**src/rtl/op_issue_decoder.sv**
```systemverilog
// Issue-side opcode decoder: buffers {op, sel} commands in a small FIFO and
// presents one-hot instructions through a registered valid/ready output stage.
module op_issue_decoder #(
    parameter int DEPTH = 4,
    parameter int CW    = 8
) (
    input  logic                     clk,
    input  logic                     rst,
    input  logic                     flush,
    input  logic                     cmd_valid,
    output logic                     cmd_ready,
    input  logic [2:0]               cmd_op,
    input  logic [2:0]               cmd_sel,
    output logic                     out_valid,
    input  logic                     out_ready,
    output logic [7:0]               instruction,
    output logic [2:0]               select,
    output logic [CW-1:0]            issue_count,
    output logic [$clog2(DEPTH):0]   fifo_level
);

    localparam int AW = $clog2(DEPTH);
    localparam int LW = AW + 1;

    typedef enum logic {
        EMPTY   = 1'b0,
        PRESENT = 1'b1
    } state_t;

    state_t          state_q, state_d;
    logic [7:0]      instr_q, instr_d;
    logic [2:0]      sel_q, sel_d;
    logic [CW-1:0]   count_q, count_d;
    logic [AW-1:0]   wr_ptr_q, wr_ptr_d;
    logic [AW-1:0]   rd_ptr_q, rd_ptr_d;
    logic [LW-1:0]   level_q, level_d;
    logic [5:0]      mem_q [DEPTH];

    logic            push;
    logic            load;
    logic            xfer;
    logic [5:0]      head;

    function automatic logic [7:0] decode_op(input logic [2:0] op);
        decode_op = 8'h01 << op;
    endfunction

    assign cmd_ready   = (level_q != LW'(DEPTH));
    assign out_valid   = (state_q == PRESENT);
    assign instruction = instr_q;
    assign select      = sel_q;
    assign issue_count = count_q;
    assign fifo_level  = level_q;

    assign push = cmd_valid && cmd_ready && !flush;
    assign load = (!out_valid || out_ready) && (level_q != '0);
    assign xfer = out_valid && out_ready;
    assign head = mem_q[rd_ptr_q];

    always_comb begin
        state_d  = state_q;
        instr_d  = instr_q;
        sel_d    = sel_q;
        wr_ptr_d = wr_ptr_q;
        rd_ptr_d = rd_ptr_q;
        level_d  = level_q;
        // A transfer in the flush cycle still counts as issued.
        count_d  = count_q + CW'(xfer);

        if (flush) begin
            state_d  = EMPTY;
            instr_d  = 8'h00;
            sel_d    = 3'b000;
            wr_ptr_d = '0;
            rd_ptr_d = '0;
            level_d  = '0;
        end else begin
            if (push) wr_ptr_d = wr_ptr_q + AW'(1);
            if (load) rd_ptr_d = rd_ptr_q + AW'(1);
            level_d = level_q + LW'(push) - LW'(load);

            case (state_q)
                EMPTY: begin
                    if (load) begin
                        state_d = PRESENT;
                        instr_d = decode_op(head[5:3]);
                        sel_d   = head[2:0];
                    end
                end
                PRESENT: begin
                    if (load) begin
                        instr_d = decode_op(head[5:3]);
                        sel_d   = head[2:0];
                    end else if (out_ready) begin
                        state_d = EMPTY;
                        instr_d = 8'h00;
                        sel_d   = 3'b000;
                    end
                end
                default: state_d = EMPTY;
            endcase
        end
    end

    always_ff @(posedge clk) begin
        if (rst) begin
            state_q  <= EMPTY;
            instr_q  <= 8'h00;
            sel_q    <= 3'b000;
            count_q  <= '0;
            wr_ptr_q <= '0;
            rd_ptr_q <= '0;
            level_q  <= '0;
        end else begin
            state_q  <= state_d;
            instr_q  <= instr_d;
            sel_q    <= sel_d;
            count_q  <= count_d;
            wr_ptr_q <= wr_ptr_d;
            rd_ptr_q <= rd_ptr_d;
            level_q  <= level_d;
        end
    end

    // Storage carries no reset; validity is tracked by the pointers and level.
    always_ff @(posedge clk) begin
        if (push) mem_q[wr_ptr_q] <= {cmd_op, cmd_sel};
    end

endmodule

```
**config.mk**
```make
export PLATFORM = sky130hd
export DESIGN_NAME = op_issue_decoder
export DESIGN_NICKNAME = d
export VERILOG_FILES = /design/src/rtl/op_issue_decoder.sv
export SDC_FILE = /design/constraint.sdc
export NUM_CORES = 1
export LEC_CHECK = 0
export BUFFER_PORTS_ARGS = -buffer_cell sky130_fd_sc_hd__buf_2
export CORE_MARGIN = 1
export CORE_UTILIZATION = 45
export CTS_CLUSTER_SIZE = 12
export DETAILED_ROUTE_END_ITERATION = 6
export PLACE_DENSITY = 0.66
export SLEW_MARGIN = 20
export SYNTH_ARGS = -nofsm -noshare
export SYNTH_HDL_FRONTEND = slang
export SYNTH_SLANG_ARGS = --single-unit
```
**constraint.sdc**
```tcl
create_clock -name clk -period 2.9 [get_ports clk]
set_clock_uncertainty 0.1 [all_clocks]
set_input_delay 0.435 -clock clk [delete_from_list [all_inputs] [get_ports clk]]
set_output_delay 0.435 -clock clk [all_outputs]
set_load 0.01 [all_outputs]
```
==> flow_summary.toml, run 1 <==
[power]
p_switching_uw = 570
power.leakage_nw = 0.976
ir_drop_mv = 0.319
p_int_mw = 1.31
p_seq_share_pct = 48.0
power.density_nw_per_um2 = 756
pwr-share-clk_pct = 26.6
combPwrFrac_pct = 25.5
switching_share_pct = 30.3

[sta]
period_needed_ps = 2490
tightest_slew_ps = 399
period_share_pct = 85.8
finalSetupViolations = 0
maxClockFrequency_mhz = 402
rsz0062_at_grt = "false"
maxSlewHeadroom_pct = 73.3
timing.setup.tns_ps = 0
finalMaxSlewViolations = 0
finalHoldViolCount = 0

[route]
first_pass_iters = 6
drtAntennaViolNets = 0
vias = 1392
drt-wirelength-per-cell_um = 15.7
routed_via_density = 5.44
routed_wl_mm = 4.01
drt_iter0_markers = 66
drc = 3

[die]
row_count = 24
die_w_um = 71.3
coreArea_um2 = 4470
fp.dieH_um = 71.3
dieArea_um2 = 5080
ios = 35
initial_utilization_pct = 48.2

[setup_path]
timing.critical_path.from = "fifo_level[1]"
crit_path_end_kind = "register"
cp_cell_sequence = "nor3b_1 > nor3_1 > inv_1 > ha_1 > inv_1 > ha_1 > fa_1 > xnor2_1 > xnor2_1 > nor2_1"
r2r-start = "fifo_level[1]"
cp_slowest_cell = "dfxtp_1"
cp_data_arrival_time_ps = 2590
critPathKind = "register to register"
required_ps = 3000
cp_top_family = "adder cells"
setup.worst_path.start_class = "register"
critical-path-max-stage-delay_ps = 460
crit_fanout = 6
rrSetupSlack_ps = 410
crit_buf_inv = 2

[cells_and_area]
drive_gt1_share_pct = 28.4
final_cell_count_no_fill = 256
final_cell_area_um2 = 2490
syn_to_final_growth_pct = 15.4
nets = 223
diodes = 0

[global_routing]
antenna_found_initial = 0
grt_pass1_vias = 1435
gr-total-overflow = 0
grt_pass1_wl_mm = 6.62
grt_usage_pct = 17.2
grt_start_max_net_pins = 18

[cts]
clk_path_buf_depth = 2
cts_tree = "yes"
postCtsHoldBufs = 0
clk_pin_slew_ps = 90
root_buffer = "clkbuf_8"
cts_buffers = 5
clock_sinks = 53
insertion_delay_ps = 310
cts_resized = 0
cts_setup_buffers = 0
htree_levels = 2

[yosys]
yosysSeqAreaShare_pct = 60.3
syn_nets = 185
ys_types = 33
synth_area_leader_cell = "edfxtp_1"
ys_seq_elements = 53
synth_top_cell_area_share_pct = 33.4
syn-cell-area_um2 = 2160
yosys_warnings = 0
syn_avg_cell_area_um2 = 13.1
synth_cells = 165
synth.area.top_cells = "edfxtp_1 33%, dfxtp_1 27%, mux4_2 6.3%, ha_1 4.6%, a21oi_1 2.8%"

[placement]
placed_cell_area_um2 = 2370
hpwl_mm = 2.97
port_buffers = 34
routabilityCongestion = 0.738
placed_cells = 248

[status]
status = "finished, violations left"
violations = "design-rule violations"

[hold_path]
hp-class = "input pin to register"
holdCritStartpoint = "cmd_sel[1]"

[run]
cap_violations = 0
## registers in the layout, summed over array words and instances (netlist names), named ones only
name and count:
mem_q 24, instruction 8, issue_count 8, fifo_level 3, select 3, rd_ptr_q 2
wr_ptr_q 2, out_valid 1
## power by group through the flow
stage / clock network, mW / registers (mW) / logic (mW)
finish: 0.500 / 0.903 / 0.479
global route: 0.540 / 0.914 / 0.527
CTS: 0.510 / 0.905 / 0.482
detailed placement: 0 / 0.922 / 0.480
global placement: 0 / 0.915 / 0.459
floorplan: 0 / 0.914 / 0.373
## path summary, 6_finish.rpt
check                        end  cells past startpoint
hold reg to reg   instruction[6]                      1
hold / removal       mem_q[2][1]                      1
setup / recovery   fifo_level[2]                     10
setup reg to reg   fifo_level[2]                     10
## cell usage in the layout (no fill, tap or decap)
cell and count:
ha_1 8, inv_1 12, buf_2 34, xnor2_1 3, edfxtp_1 24, mux4_2 6
nor3b_1 1, nor3_1 1, o31ai_1 1, o211ai_1 3, nand2b_1 3, dfxtp_1 29
a211oi_4 1, fa_1 1, clkbuf_8 5, or3_1 4, o2bb2ai_1 4, clkinvlp_4 1
nor4_4 1, nor2_1 6, clkinv_4 1, bufinv_16 1, nand4_1 2, or2_2 1
a21oi_1 12, a32o_2 4, nor2b_1 3, nor3_2 1, or4_1 1, o21ai_0 6
nand3_1 9, nand2_1 4, and2_1 6, xor2_1 2, or2_0 1, buf_4 2
## cell usage after synthesis
cell type  count
a32o_2         4
o2bb2ai_1      4
buf_1          1
or4_1          1
buf_6          2
nand3_1        9
nor3_2         1
nand2_1        4
or2_0          1
edfxtp_1      24
fa_1           1
dfxtp_1       29
xor2_1         2
and2_1         6
nand2b_1       3
nor3b_1        1
clkbuf_1       2
nor3_1         1
nor2_1         6
nand4_1        2
a21oi_1       12
inv_1         12
or3_1          4
o21ai_0        6
o31ai_1        1
or2_2          1
o211ai_1       3
nor2b_1        3
mux4_2         6
a211oi_4       1
nor4_4         1
xnor2_1        3
ha_1           8
## cell type report
cell class | count | area, um2
clock inverter | 3 | 46.3
inverter | 12 | 45.0
fill | 383 | 1980
sequential | 53 | 1300
clock buffer | 5 | 68.8
tap | 52 | 65.1
timing repair buffer | 36 | 185
multi-input combinational | 95 | 778
## worst register-to-register path, delay by kind of cell, from the launching register on
| kind | cells | cell delay [ps] |
|---|---|---|
| xor+xnor | 2 | 340 |
| fa+ha+maj | 3 | 850 |
| buf+inv | 2 | 130 |
| flops | 1 | 460 |
| simple gates | 3 | 500 |
## metrics by stage
stage	hold WS [ps]	power [mW]	setup WS [ps]	utilization (%)
global placement	341	1.37	467	53.1
detailed placement	346	1.40	350	53.1
CTS	225	1.90	399	55.6
floorplan	353	1.29	594	-
finish	234	1.88	411	55.6
global route	228	1.98	227	55.6
## kinds of logic after synthesis
family | count (synthesis) | synth area share (%)
multiplexers | 6 | 6.26
AO/OA/AOI/OAI | 31 | 10.2
flip-flops | 53 | 60.3
XOR/XNOR | 5 | 2.03
adder cells (fa/ha/maj) | 9 | 5.57
buffers and inverters | 17 | 3.65
AND/OR/NAND/NOR | 44 | 12.0
## per-layer routing
layer	up-vias	GRT usage [%]	routed length, um
li1	680	-	-
met1	675	19.3	1690
met2	32	31.6	2100
met3	5	3.52	164
met4	0	7.33	58
met5	-	0	0
Note: power is estimated with default switching activity, not from simulation.
==> run 2, diff against run 1 <==
--- a/config.mk
+++ b/config.mk
@@ -11,4 +11,5 @@
 export CTS_CLUSTER_SIZE = 12
 export DETAILED_ROUTE_END_ITERATION = 6
+export GPL_ROUTABILITY_DRIVEN = 0
 export PLACE_DENSITY = 0.66
 export SLEW_MARGIN = 20
==> constraint.sdc (replaced) <==
create_clock -name clk -period 2.9 [get_ports clk]
set_clock_uncertainty 0.1 [all_clocks]
set_input_delay 0.145 -clock clk [delete_from_list [all_inputs] [get_ports clk]]
set_output_delay 0.145 -clock clk [all_outputs]
set_load 0.01 [all_outputs]
==> run 2 against run 1 <==
  * The flow still finishes with violations (design-rule violations)
  * Via count is 0.57% higher
  * Clock power hardly changed
  * Sequential cell count stayed put
  * Non-clock buffer count is 5 higher
  * Clock-buffer cell count stayed put
  * Combinational power hardly changed
  * Critical path type unchanged
  * Critical endpoint unchanged
  * Largest cell class unchanged
==> flow_summary.toml, run 2 (synthesized netlist as in run 1, its figures left out) <==
[setup_path]
crit_buf_inv = 1
setup.worst_path.start_class = "register"
cp_slowest_cell = "nor2b_1"
crit_fanout = 8
required_ps = 2990
cp_cell_sequence = "nor2b_1 > nor2_1 > ha_1 > inv_1 > ha_1 > fa_1 > xnor2_1 > xnor2_1 > nor2_1"
cp_data_arrival_time_ps = 2560
critPathKind = "register to register"
critical-path-max-stage-delay_ps = 510
crit_path_end_kind = "register"
cp_top_family = "adder cells"

[power]
power.leakage_nw = 0.996
pwr-share-clk_pct = 26.7
p_int_mw = 1.32
switching_share_pct = 30.0
combPwrFrac_pct = 25.4
p_seq_share_pct = 47.9
power.density_nw_per_um2 = 740
finalPower_mw = 1.88
p_switching_uw = 566
ir_drop_mv = 0.276

[sta]
timing.setup.tns_ps = 0
finalMaxSlewViolations = 0
finalSetupViolations = 0
rsz0062_at_grt = "false"
maxSlewHeadroom_pct = 61.4
tightest_slew_ps = 578
period_needed_ps = 2470
maxClockFrequency_mhz = 405
period_share_pct = 85.1
finalHoldViolCount = 0

[route]
drt-wirelength-per-cell_um = 15.2
first_pass_iters = 6
drc = 3
drtAntennaViolNets = 0
routed_via_density = 5.36
drt_iter0_markers = 83
routed_wl_mm = 3.96
vias = 1400

[cells_and_area]
largest_reg_flops = 24
diodes = 0
final_cell_area_um2 = 2540
nets = 228
final_cell_count_no_fill = 261
syn_to_final_growth_pct = 17.8
mostFrequentLayoutCells = "34 x buf_2, 29 x dfxtp_1, 24 x edfxtp_1"
final_common_cell = "buf_2"
regMostFlops = "mem_q"
drive_gt1_share_pct = 27.3

[cts]
clock_sinks = 53
root_buffer = "clkbuf_8"
cts_tree = "yes"
insertion_delay_ps = 310
htree_levels = 2
cts_buffers = 5
cts_resized = 0
clk_path_buf_depth = 2
cts_setup_buffers = 0
postCtsHoldBufs = 6
clk_pin_slew_ps = 90

[die]
die_w_um = 71.3
dieArea_um2 = 5080
fp.dieH_um = 71.3
coreArea_um2 = 4470
ios = 35
initial_utilization_pct = 48.2
row_count = 24

[global_routing]
gr-total-overflow = 0
grt_pass1_vias = 1433
grt_start_max_net_pins = 18
grt_pass1_wl_mm = 6.58
antenna_found_initial = 0
grt_usage_pct = 17.5

[hold_path]
hp-class = "input pin to register"

[placement]
placed_cells = 247
hpwl_mm = 2.92
port_buffers = 34
placed_cell_area_um2 = 2370

[status]
status = "finished, violations left"
violations = "design-rule violations"

[run]
cap_violations = 0
==> run 2: path summary, 6_finish.rpt <==
path	depth (start not counted)	to	start	slack, ps
max	9	fifo_level[2]	out_valid	430
min	3	wr_ptr_q[0]	cmd_valid	20
max reg2reg	9	fifo_level[2]	out_valid	430
min reg2reg	1	instruction[5]	instruction[5]	370
==> run 2: tightest hold or removal path, stage by stage <==
cell	delay (ps)
buf_2	110
nand3_1	70
a21oi_1	60
==> run 2: power by group through the flow <==
stage	Sequential (mW)	Combinational (mW)	Clock (mW)
after floorplan	0.914	0.373	0
after global placement	0.914	0.456	0
after detailed placement	0.917	0.479	0
after CTS	0.902	0.486	0.516
after global routing	0.914	0.523	0.543
final	0.901	0.479	0.503
==> run 2: metrics by stage <==
step                util [%]  hold slack (ps)  setup slack (ps)
floorplan                  -              144               594
global route            56.8             27.2               234
finish                  56.8             16.9               433
CTS                     56.8             12.3               418
global placement        52.9              255               532
detailed placement      52.9              266               447
==> run 2: cell type report <==
type	instances	area, um2
sequential	53	1300
tap	52	65.1
inverter	12	45.0
clock buffer	5	68.8
fill	359	1930
timing repair buffer	41	238
clock inverter	3	46.3
multi-input combinational	95	778
==> run 2: metal layers <==
metal | part of all wire [%] | track usage (%) | up-vias
met1 | 42 | 18.7 | 678
met2 | 53 | 32.8 | 30
li1 | - | - | 687
met5 | 0 | 0 | -
met3 | 4.3 | 5.20 | 5
met4 | 0.83 | 5.78 | 0
==> run 3, diff against run 2 <==
Settings changed: CORE_UTILIZATION 45 to 55, PLACE_DENSITY 0.66 to 0.78, SETUP_SLACK_MARGIN from default to 0.3.
==> run 3 against run 2 <==
  * Cell count is 1.5% lower
  * Non-clock buffer count stayed put
  * Fmax is 4.0% higher
  * Sequential cell count stayed put
  * Sequential power hardly changed
  * Via count is 0.50% higher
  * The run now ends clean
  * Die area is 18% lower
  * Clock-buffer cell count is 1 higher
  * Critical path type unchanged
  * Clock power is 21% lower
  * Critical path depth stayed put
  * Worst hold slack better by 29 ps
==> flow_summary.toml, run 3 (synthesized netlist as in run 1, its figures left out) <==
[setup_path]
required_ps = 2980
cp_data_arrival_time_ps = 2450
crit_fanout = 8
critPathKind = "register to register"
setup.worst_path.start_class = "register"
reg2reg_depth = 9
crit_path_end_kind = "register"

[hold_path]
hold_depth = 2
hp-class = "input pin to register"

[route]
routed_via_density = 5.47
routed_wl_mm = 3.76
drt-wirelength-per-cell_um = 14.6
drtAntennaViolNets = 0
first_pass_iters = 4
vias = 1407
drt_iter0_markers = 64
drc = 0

[status]
status = "finished, final reports clean"

[die]
fp.dieH_um = 64.6
dieArea_um2 = 4180
coreArea_um2 = 3720
die_w_um = 64.6
initial_utilization_pct = 58.1
row_count = 22
ios = 35

[sta]
period_share_pct = 81.8
period_needed_ps = 2370
finalMaxSlewViolations = 0
setup_ws_ps = 529
timing.setup.tns_ps = 0
tightest_slew_ps = 398
maxClockFrequency_mhz = 422
rsz0062_at_grt = "false"
finalSetupViolations = 0
maxSlewHeadroom_pct = 73.4
finalHoldViolCount = 0

[cts]
cts_tree = "yes"
clock_sinks = 53
cts_buffers = 5
root_buffer = "clkbuf_8"
insertion_delay_ps = 300
htree_levels = 2
clk_path_buf_depth = 2
clk_pin_slew_ps = 90

[cells_and_area]
syn_to_final_growth_pct = 16.8
drive_gt1_share_pct = 28.2
mostFrequentLayoutCells = "34 x buf_2, 29 x dfxtp_1, 24 x edfxtp_1"
largest_reg_flops = 24
nets = 228
final_common_cell = "buf_2"
regMostFlops = "mem_q"
diodes = 0

[placement]
port_buffers = 34
hpwl_mm = 2.81
pre_cts_ws_ps = 380

[global_routing]
gr-total-overflow = 0
grt_start_max_net_pins = 17
grt_pass1_vias = 1371
grt_usage_pct = 20.0
grt_pass1_wl_mm = 6.19
antenna_found_initial = 0

[power]
ir_drop_mv = 0.387
power.leakage_nw = 0.992
power.density_nw_per_um2 = 707

[run]
cap_violations = 0
run 3: final timing paths:
kind	from	slack, ps	endpoint
setup / recovery	out_valid	530	fifo_level[2]
hold / removal	rst	50	issue_count[7]
setup reg to reg	out_valid	530	fifo_level[2]
hold reg to reg	instruction[7]	380	instruction[7]
run 3: timing repair:
| item | 4_1_cts | 5_1_grt |
|---|---|---|
| buffers inserted | 0 | 0 |
| hold buffers | 6 | 0 |
| setup endpoints to repair | 0 | 1 |
| resized for setup | 0 | 3 |
| endpoints found under the hold margin | 24 | 0 |
run 3: layer usage:
metal | GRT usage (%) | vias up | share of wire, %
met5 | 0 | - | 0
li1 | - | 689 | -
met3 | 4.58 | 6 | 4.0
met2 | 36.1 | 35 | 52
met4 | 7.22 | 0 | 1.4
met1 | 22.9 | 677 | 43
run 3: power breakdown:
group,internal [mW],switching (mW),total [mW],leakage (nW)
clock network,0.172,0.225,0.397,0.0456
logic,0.217,0.265,0.483,0.494
registers,0.842,0.0611,0.903,0.452
run 3: worst max-delay path, cell delays in order (launching register included):
cell and delay, ps:
dfxtp_1 390, nor2b_2 370, nor2_1 100, ha_1 280
inv_1 40, ha_1 180, fa_1 380, xnor2_1 210
xnor2_1 150, nor2_1 60
run 3: per-stage QoR:
stage / area (um2) / power [mW] / std cells / hold slack [ps] / util, %
finish: 2520 / 1.78 / 257 / 46.2 / 67.8
global route: 2520 / 1.89 / 257 / 55.5 / 67.8
CTS: 2510 / 1.80 / 257 / 24.5 / 67.5
detailed placement: 2360 / 1.40 / 243 / 269 / 63.6
global placement: 2360 / 1.37 / 243 / 257 / 63.6
floorplan: 2160 / 1.29 / 165 / 144 / -
run 3: area by class of cell:
| class | count | area (um2) |
|---|---|---|
| Sequential cell | 53 | 1300 |
| Fill cell | 280 | 1190 |
| Multi-Input combinational cell | 95 | 791 |
| Timing Repair Buffer | 41 | 238 |
| Clock buffer | 6 | 72.6 |
| Tap cell | 48 | 60.1 |
| Inverter | 12 | 45.0 |
| Clock inverter | 2 | 13.8 |
